<file path="src/rtl/bcd_updown_counter.sv">
// bcd_updown_counter: multi-digit BCD up/down counter with terminal value and wrap pulse.
// Define BCDCNT_LOAD_EN to add synchronous parallel load with range checking.
module bcd_updown_counter #(
    parameter int DIGITS    = 2,
    parameter int MAX_COUNT = 99
) (
    input  logic                clk1,
    input  logic                rst1,
    input  logic                en,
    input  logic                ud,
`ifdef BCDCNT_LOAD_EN
    input  logic                load,
    input  logic [4*DIGITS-1:0] din,
    output logic                load_err,
`endif
    output logic [4*DIGITS-1:0] count,
    output logic                tc,
    output logic                wrap
);

    localparam int W = 4 * DIGITS;

    function automatic logic [W-1:0] to_bcd(input int v);
        logic [W-1:0] r;
        int           rem;
        r   = '0;
        rem = v;
        for (int i = 0; i < DIGITS; i++) begin
            r[4*i+:4] = 4'(rem % 10);
            rem       = rem / 10;
        end
        return r;
    endfunction

    localparam logic [W-1:0] MAX_BCD = to_bcd(MAX_COUNT);

    logic [W-1:0] inc;
    logic [W-1:0] dec;
    logic [W-1:0] count_next;
    logic         wrap_next;
    logic         at_max;
    logic         at_zero;

    assign at_max  = (count == MAX_BCD);
    assign at_zero = (count == '0);
    assign tc      = ud ? at_max : at_zero;

    // Per-digit ripple: carry/borrow propagates through all digits in one cycle
    always_comb begin : step_up
        logic carry;
        carry = 1'b1;
        inc   = count;
        for (int i = 0; i < DIGITS; i++) begin
            if (carry) begin
                if (count[4*i+:4] == 4'd9) begin
                    inc[4*i+:4] = 4'd0;
                end else begin
                    inc[4*i+:4] = count[4*i+:4] + 4'd1;
                    carry       = 1'b0;
                end
            end
        end
    end

    always_comb begin : step_down
        logic borrow;
        borrow = 1'b1;
        dec    = count;
        for (int i = 0; i < DIGITS; i++) begin
            if (borrow) begin
                if (count[4*i+:4] == 4'd0) begin
                    dec[4*i+:4] = 4'd9;
                end else begin
                    dec[4*i+:4] = count[4*i+:4] - 4'd1;
                    borrow      = 1'b0;
                end
            end
        end
    end

`ifdef BCDCNT_LOAD_EN
    logic din_ok;
    logic err_next;

    // Valid BCD digits compare in the same order as their decimal values
    always_comb begin : load_check
        din_ok = (din <= MAX_BCD);
        for (int i = 0; i < DIGITS; i++) begin
            if (din[4*i+:4] > 4'd9) din_ok = 1'b0;
        end
    end
`endif

    always_comb begin : next_state
        count_next = count;
        wrap_next  = 1'b0;
        if (en) begin
            if (ud) begin
                count_next = at_max ? '0 : inc;
                wrap_next  = at_max;
            end else begin
                count_next = at_zero ? MAX_BCD : dec;
                wrap_next  = at_zero;
            end
        end
`ifdef BCDCNT_LOAD_EN
        err_next = 1'b0;
        if (load) begin
            wrap_next  = 1'b0;
            count_next = din_ok ? din : count;
            err_next   = ~din_ok;
        end
`endif
    end

    always_ff @(posedge clk1 or negedge rst1) begin
        if (!rst1) begin
            count <= '0;
            wrap  <= 1'b0;
        end else begin
            count <= count_next;
            wrap  <= wrap_next;
        end
    end

`ifdef BCDCNT_LOAD_EN
    always_ff @(posedge clk1 or negedge rst1) begin
        if (!rst1) load_err <= 1'b0;
        else       load_err <= err_next;
    end
`endif

endmodule

</file>
<file path="config.mk">
export PLATFORM = sky130hd
export DESIGN_NAME = bcd_updown_counter
export DESIGN_NICKNAME = d
export VERILOG_FILES = /design/src/rtl/bcd_updown_counter.sv
export SDC_FILE = /design/constraint.sdc
export NUM_CORES = 1
export LEC_CHECK = 0
export CAP_MARGIN = 30
export CORE_MARGIN = 10
export CORE_UTILIZATION = 48
export CTS_BUF_LIST = sky130_fd_sc_hd__clkbuf_8
export CTS_CLUSTER_DIAMETER = 120
export DETAILED_ROUTE_END_ITERATION = 8
export MAX_ROUTING_LAYER = met4
export PLACE_DENSITY = 0.77
export SYNTH_ARGS = -nofsm -noshare
export SYNTH_HDL_FRONTEND = slang
export SYNTH_SLANG_ARGS = --single-unit
</file>
<file path="constraint.sdc">
create_clock -name clk1 -period 1.8 [get_ports clk1]
set_clock_uncertainty 0.1 [all_clocks]
set_input_delay 0.36 -clock clk1 [delete_from_list [all_inputs] [get_ports clk1]]
set_output_delay 0.36 -clock clk1 [all_outputs]
set_load 0.02 [all_outputs]
</file>
Word level (Yosys, flattened, before mapping)

Cells that the tools add are included.

Reduce and logical (&&, ||, !) cells: 5
Muxes and demuxes: 13
$add $sub $neg: 4
Equal/unequal tests: 4

Operator list:

| operator                                          | count |
|---|---|
| two-way mux 4 bit                                 | 6 |
| two-way mux 8 bit                                 | 3 |
| adder 4 x 1 -> 4 bit (second input constant)      | 2 |
| == test 4 bit (second input constant)             | 2 |
| == test 8 bit (second input constant)             | 1 |
| zero test 4 bit                                   | 2 |
| zero test 8 bit                                   | 1 |
| subtractor 4 x 1 -> 4 bit (second input constant) | 2 |
| two-way mux 1 bit                                 | 4 |
| != test 3 x 1 -> 1 bit (second input constant)    | 1 |
| AND reduction 3 bit                               | 1 |
| nonzero test 3 bit                                | 1 |

Flip-flop bits (word level): 9
Output and inout port bits: 10
Word-level logic and storage cells: 29
Bits of input ports: 4

Logic depth before layout (Yosys ltp)

Gate-level depths: netlist (run 1).

Word-level depth: 5
Depth in mapped cells: 6
Depth with buffers taken out: 6

Worst setup path after synthesis (run 1)

OpenSTA, ideal clock, no wires.

Path type: register -> output
From: register count[0]
To: output tc
Required time: 1.340 ns
Slack: -0.322 ns
Buffers on the path: 0
Cell stages (with the launch flop): 5
Arrival: 1.662 ns
Path through: dfrtp_1 -> inv_1 -> ha_1 -> or3b_1 -> o32ai_2

Word-level cells in the longest chain between the ends: 2

Ends and longest elaborated chain:

| what                                             | RTL line | RTL |
|---|---|---|
| from (decl)                                      | 16       | `output logic [4*DIGITS-1:0] count,` |
| from (signal assigned)                           | 121      | `count <= count_next;` |
| == test 8 bit or zero test 8 bit (tied branches) | 44, 45   |  |
| two-way mux 1 bit *                              | 46       | `assign tc = ud ? at_max : at_zero;` |
| to (decl)                                        | 17       | `output logic tc,` |

Every way passes the cells marked *; elsewhere a longest branch is shown, timed or not.

Final worst setup path (run 1)

From: register count[5]
To: output tc

Same word-level chain as after synthesis.

==> flow_summary_export.csv, run 1 <==
group,metric,value,unit
synth,synth_compound_area_frac,0.272,
route,vias,830,
synth,yosysTopAreaCell,"dfrtp_1",
cts,cts_hold_buf,0,
synth,synthAdderAreaFrac,0.132,
synth,synth_top_family_by_area,"compound AO/OA/AOI/OAI gates",
cts,clk_latency,0.23,ns
final_layout,area_delta_synth_final,64.1,%
power_and_ir_drop,total_power,1.95,mW
critical_path,cpPeakStageDelay,0.41,ns
run_status,violations,"negative setup slack",
grt,grt_pass1_vias,809,
sta,hold_viol,0,
critical_path,start_kind,"flop",
synth,synth_edf_count,0,
route,via_per_inst,5.89,
critical_path,reg2reg_depth,9,
critical_path,cp_num_buf_inv,2,
floorplanning,rows,14,
route,drc,0,
critical_path,critPathCaptureType,"output pin",
cts,ctsRootBufferMaster,"clkbuf_8",
grt,grt_max_degree,16,
critical_path,path_depth,5,
floorplanning,die_y,59.7,µm
synth,synth_nets,95,
synth,synth_cells,83,
synth,yosysWarnings,0,
synth,synthFlopType,"dfrtp_1",
sta,tns,-0.823,ns
grt,antenna_found_initial,0,
grt,grt-ovfl-total,0,
critical_path,crit_path_cell_trace,"inv_4 -> ha_4 -> or3b_4 -> o32ai_4 -> buf_6",
critical_path,cp_max_fo,2,
sta,min_period,2.13,ns
power_and_ir_drop,power_density,1570,nW/µm²
critical_path,required,1.34,ns
power_and_ir_drop,leakage,0.562,nW
worst_hold_path,holdCritPathClass,"input pin to async pin",
floorplanning,start_util,0.502,
route,dr.pass1.iters,4,
route,drt-total-wl,2440,µm
final_layout,n_antenna_cell,0,
placed_design,gp_congestion,0.884,
final_layout,drive_gt1_frac,0.464,
critical_path,critical-path-top-delay-family,"flip-flops",
cts,cts.reportedPaths.clkPinSlew,0.04,ns
synth,yosysTopAreaCellShare,0.298,
synth,synthTopCellsByArea,"dfrtp_1 (30%), ha_1 (13%), o21ai_0 (6.0%)",
grt,grt_pass1_wl,3800,µm
synth,muxShareOfSynthArea,0.0298,
floorplanning,pin_count,14,
run_status,status,"finished with violations",
synth,ys_seq_elements,9,
sta,max_freq,0.469,GHz
synth,synth-simple-area-share,0.204,
sta,period_share,1.18,
placed_design,numPortBuffers,13,
sta,max-slew-margin-rel,0.721,
route,ant_nets,0,
cts,tritoncts,"done",
synth,synth.distinct_cells,35,
route,drtIter0Drc,35,
sta,final-setup-viol-count,3,
critical_path,worst-setup-path-type,"flop to output pin",
cts,h-tree-depth,1,
sta,tightest_slew,0.417,ns
power_and_ir_drop,peakVddDrop,1.29,mV
final_layout,final_nets,138,
synth,synth.avg_cell_area,9.11,µm²
synth,ys_seq_area_frac,0.298,
grt,track_usage,0.137,
sta,whs,0.329,ns
sta,rsz0062_at_grt,"yes",
floorplanning,die-area,3560,µm²
flow_run,drv_cap,0,
sta,slew_viol_final,0,
route,avgRoutedWirePerCell,17.3,µm
cts,clockBufferDepth,2,
critical_path,slowest_stage,"dfrtp_2",
synth,synthesis.area,756,µm²
floorplanning,core,1510,µm²
synth,synth-xor-area-share,0,
sta,timing.final.ws_setup,-0.331,ns
cts,cts_made_buffers,3,
critical_path,cp.arrival,1.67,ns
floorplanning,die_w,59.7,µm
synth,async_flop_share,1.00,
placed_design,dp_hpwl,1640,µm
cts,cts.sinks,9,
registers in the layout (all words and copies together) (netlist names):
name,cells
count,8
wrap,1
cell families (layout without fill, tap and decap cells):
logic type / count (synthesis) / in the layout
buffers and inverters: 11 / 53
and+or+nand+nor: 26 / 26
muxes: 2 / 2
AOI/OAI and AO/OA: 27 / 27
adders and majority gates: 8 / 8
DFF: 9 / 9
layout by cell type, fill, tap and decap left out, types with 3 or more instances in the layout:
cell / count
ha_1: 5
or3b_4: 3
buf_6: 4
dfrtp_1: 5
nand2_1: 3
dlygate4sd2_1: 8
nand2b_1: 3
inv_1: 6
nand3_1: 4
dfrtp_2: 4
nor2_1: 3
buf_4: 24
clkdlybuf4s50_1: 3
a31oi_1: 3
clkbuf_8: 3
o21ai_0: 6
synthesized netlist by cell type (all sizes together) (2+ instances only):
cell type  number
a32oi           2
nand3           4
ha              8
o21ai           9
a221oi          2
nand2b          3
or3b            3
a31oi           3
nor2b           2
nand2           3
and2            3
dfrtp           9
inv             9
nor2            4
mux2            2
cell type report:
type                            instances  area, µm²
Inverter                                9       38.8
Fill cell                              89        267
Tap cell                               16       20.0
Timing Repair Buffer                   40        338
Sequential cell                         9        230
Clock inverter                          1       3.75
Clock buffer                            3       41.3
Multi-Input combinational cell         63        568
final timing paths:
path / start / endpoint / slack, ns
worst max-delay path: count[5] / tc / -0.33
worst min-delay path: rst1 / count[6] / 0.33
worst max register to register: count[5] / count[6] / -0.31
worst min register to register: count[6] / count[6] / 0.51
max in group asynchronous: rst1 / count[5] / 0.95
min in group clk1: count[6] / count[6] / 0.51
repair_timing:
item / in CTS / in global routing
gates resized for setup: 21 / 12
buffers inserted: 2 / 2
gates cloned: 0 / 0
pin swaps: 3 / 5
setup endpoints to repair: 12 / 6
report_power, final:
group / switching [mW] / internal [mW] / total (mW)
combinational: 0.694 / 0.697 / 1.39
sequential: 0.0525 / 0.281 / 0.334
clock: 0.0785 / 0.148 / 0.227
per-stage QoR:
stage | setup WS (ns) | utilization | instance area, µm² | cells
6_report | -0.331 | 0.823 | 1240 | 141
5_1_grt | -0.395 | 0.823 | 1240 | 141
4_1_cts | -0.333 | 0.788 | 1190 | 139
3_5_place_dp | -0.579 | 0.740 | 1110 | 133
3_3_place_gp | -0.537 | 0.740 | 1110 | 133
2_1_floorplan | -0.103 | - | 807 | 83
per-layer routing:
| metal | vias to the layer above | wire, µm | GRT usage |
|---|---|---|---|
| li1 | 392 | - | - |
| met1 | 396 | 1020 | 0.162 |
| met2 | 36 | 1210 | 0.219 |
| met3 | 6 | 152 | 0.0487 |
| met4 | 0 | 56 | 0.0288 |
| met5 | - | 0 | - |
Power figures use the tool's default switching activity.
==> inputs of run 2 (changes only) <==
Settings changed: ABC_CLOCK_PERIOD_IN_PS set to 1800.
==> results of run 2 <==
The final DEF is identical to that of run 1; final timing and power are the same.
==> inputs of run 3 (changes only) <==
Settings changed: CORE_ASPECT_RATIO set to 1.2, HOLD_SLACK_MARGIN set to 0.12.
==> flow_summary_export.csv, run 3 (same netlist as run 1, synthesis figures left out) <==
group,metric,value,unit
final_layout,final_cells,143,
grt,grt_max_degree,15,
cts,clk_latency,0.23,ns
route,ant_nets,0,
final_layout,final_nets,138,
run_status,status,"finished with violations",
final_layout,area_delta_synth_final,67.5,%
power_and_ir_drop,leakage,0.569,nW
sta,timing.final.ws_setup,-0.367,ns
critical_path,worst-setup-path-type,"flop to output pin",
final_layout,layout_common_cells,"buf_4 (24), o21ai_0 (8), dlygate4sd2_1 (7)",
route,avgRoutedWirePerCell,19.5,µm
route,drc,0,
worst_hold_path,holdCritPathClass,"input pin to async pin",
power_and_ir_drop,power_density,1500,nW/µm²
route,drtIter0Drc,35,
route,drt-total-wl,2790,µm
route,via_per_inst,6.27,
grt,grt_pass1_wl,4130,µm
placed_design,dp_hpwl,1790,µm
grt,grt_pass1_vias,874,
placed_design,numPortBuffers,13,
floorplanning,pin_count,14,
cts,h-tree-depth,1,
critical_path,required,1.34,ns
final_layout,largestRegisters,"count (8), wrap (1)",
placed_design,gp_congestion,0.791,
critical_path,rrSetupSlack,-0.04,ns
final_layout,regMostFlops,"count",
critical_path,worst_r2r_endpoint,"count[6]",
floorplanning,die-area,3570,µm²
cts,clockBufferDepth,2,
sta,final-setup-viol-count,3,
grt,track_usage,0.140,
placed_design,dpl.cell_count,135,
final_layout,layout.cells.most_common,"buf_4",
floorplanning,die_y,63.5,µm
floorplanning,core,1460,µm²
sta,slew_viol_final,0,
critical_path,critPathCaptureType,"output pin",
sta,tightest_slew,0.445,ns
run_status,violations,"negative setup slack",
final_layout,design_area,1270,µm²
critical_path,r2r_start,"count[5]",
critical_path,start_kind,"flop",
power_and_ir_drop,peakVddDrop,1.07,mV
sta,whs,0.343,ns
sta,max-slew-margin-rel,0.702,
route,dr.pass1.iters,4,
sta,period_share,1.20,
power_and_ir_drop,total_power,1.90,mW
final_layout,drive_gt1_frac,0.440,
final_layout,largest_register_ffs,8,
sta,max_freq,0.461,GHz
flow_run,drv_cap,0,
floorplanning,start_util,0.516,
critical_path,cp.arrival,1.71,ns
cts,cts.sinks,9,
floorplanning,die_w,56.2,µm
floorplanning,rows,15,
critical_path,reg2reg_depth,6,
sta,hold_viol,0,
critical_path,cp_max_fo,4,
cts,ctsRootBufferMaster,"clkbuf_8",
cts,cts_made_buffers,3,
cts,cts.reportedPaths.clkPinSlew,0.05,ns
grt,grt-ovfl-total,0,
route,vias,896,
final_layout,fillCellCount,75,
cts,tritoncts,"done",
grt,antenna_found_initial,1,
placed_design,placed_area,1120,µm²
sta,min_period,2.17,ns
sta,rsz0062_at_grt,"yes",
==> run 3: repair_timing <==
item	in CTS	in global routing
pin swaps	4	2
endpoints found under the setup margin	11	7
buffers inserted	0	3
resized for setup	17	12
hold buffers	0	0
==> run 3: worst max path at each step <==
stage                        start  endpoint  slack, ns  cells after the start
after floorplan           count[5]        tc      -0.10                      4
after global placement    count[5]        tc      -0.55                      5
after detailed placement  count[5]        tc      -0.57                      5
after CTS                 count[5]        tc      -0.34                      5
after global routing      count[5]        tc      -0.39                      5
final                     count[5]        tc      -0.37                      5
==> run 3: layer usage <==
layer  wire length, µm  global-route usage  part of all wire  vias to the layer above
li1                  -                   -                 -                      390
met1              1060               0.145              0.38                      439
met2              1420               0.253              0.51                       53
met3               191              0.0361             0.069                       14
met4               109              0.0392             0.039                        0
met5                 0                   -                 0                        -
==> run 3: report_power, final <==
group	switching, mW	internal (mW)
Sequential	0.0606	0.281
Clock	0.0826	0.149
Combinational	0.701	0.631
==> run 3: area by class of cell <==
cell class / count / area, µm² / share of cell area
antenna: 1 / 2.50 / 0.00198
clock buffer: 3 / 41.3 / 0.0326
clock inverter: 1 / 3.75 / 0.00296
inverter: 9 / 38.8 / 0.0306
multi-input combinational: 63 / 587 / 0.463
sequential: 9 / 230 / 0.182
tap: 17 / 21.3 / 0.0168
timing repair buffer: 40 / 342 / 0.270
==> run 3: through the flow <==
| stage | TNS [ns] | utilization | worst slack, ns |
|---|---|---|---|
| after global placement | -2.65 | 0.768 | -0.552 |
| after global routing | -0.545 | 0.865 | -0.390 |
| after detailed placement | -2.74 | 0.768 | -0.572 |
| after floorplan | -0.129 | - | -0.103 |
| after CTS | -0.337 | 0.809 | -0.337 |
| final | -0.427 | 0.865 | -0.367 |
==> run 3: critical path: stages (launching register included) <==
cell and delay, ns:
dfrtp_2 0.43, inv_4 0.08, ha_4 0.12, or3b_4 0.41, o32ai_4 0.28, buf_6 0.15
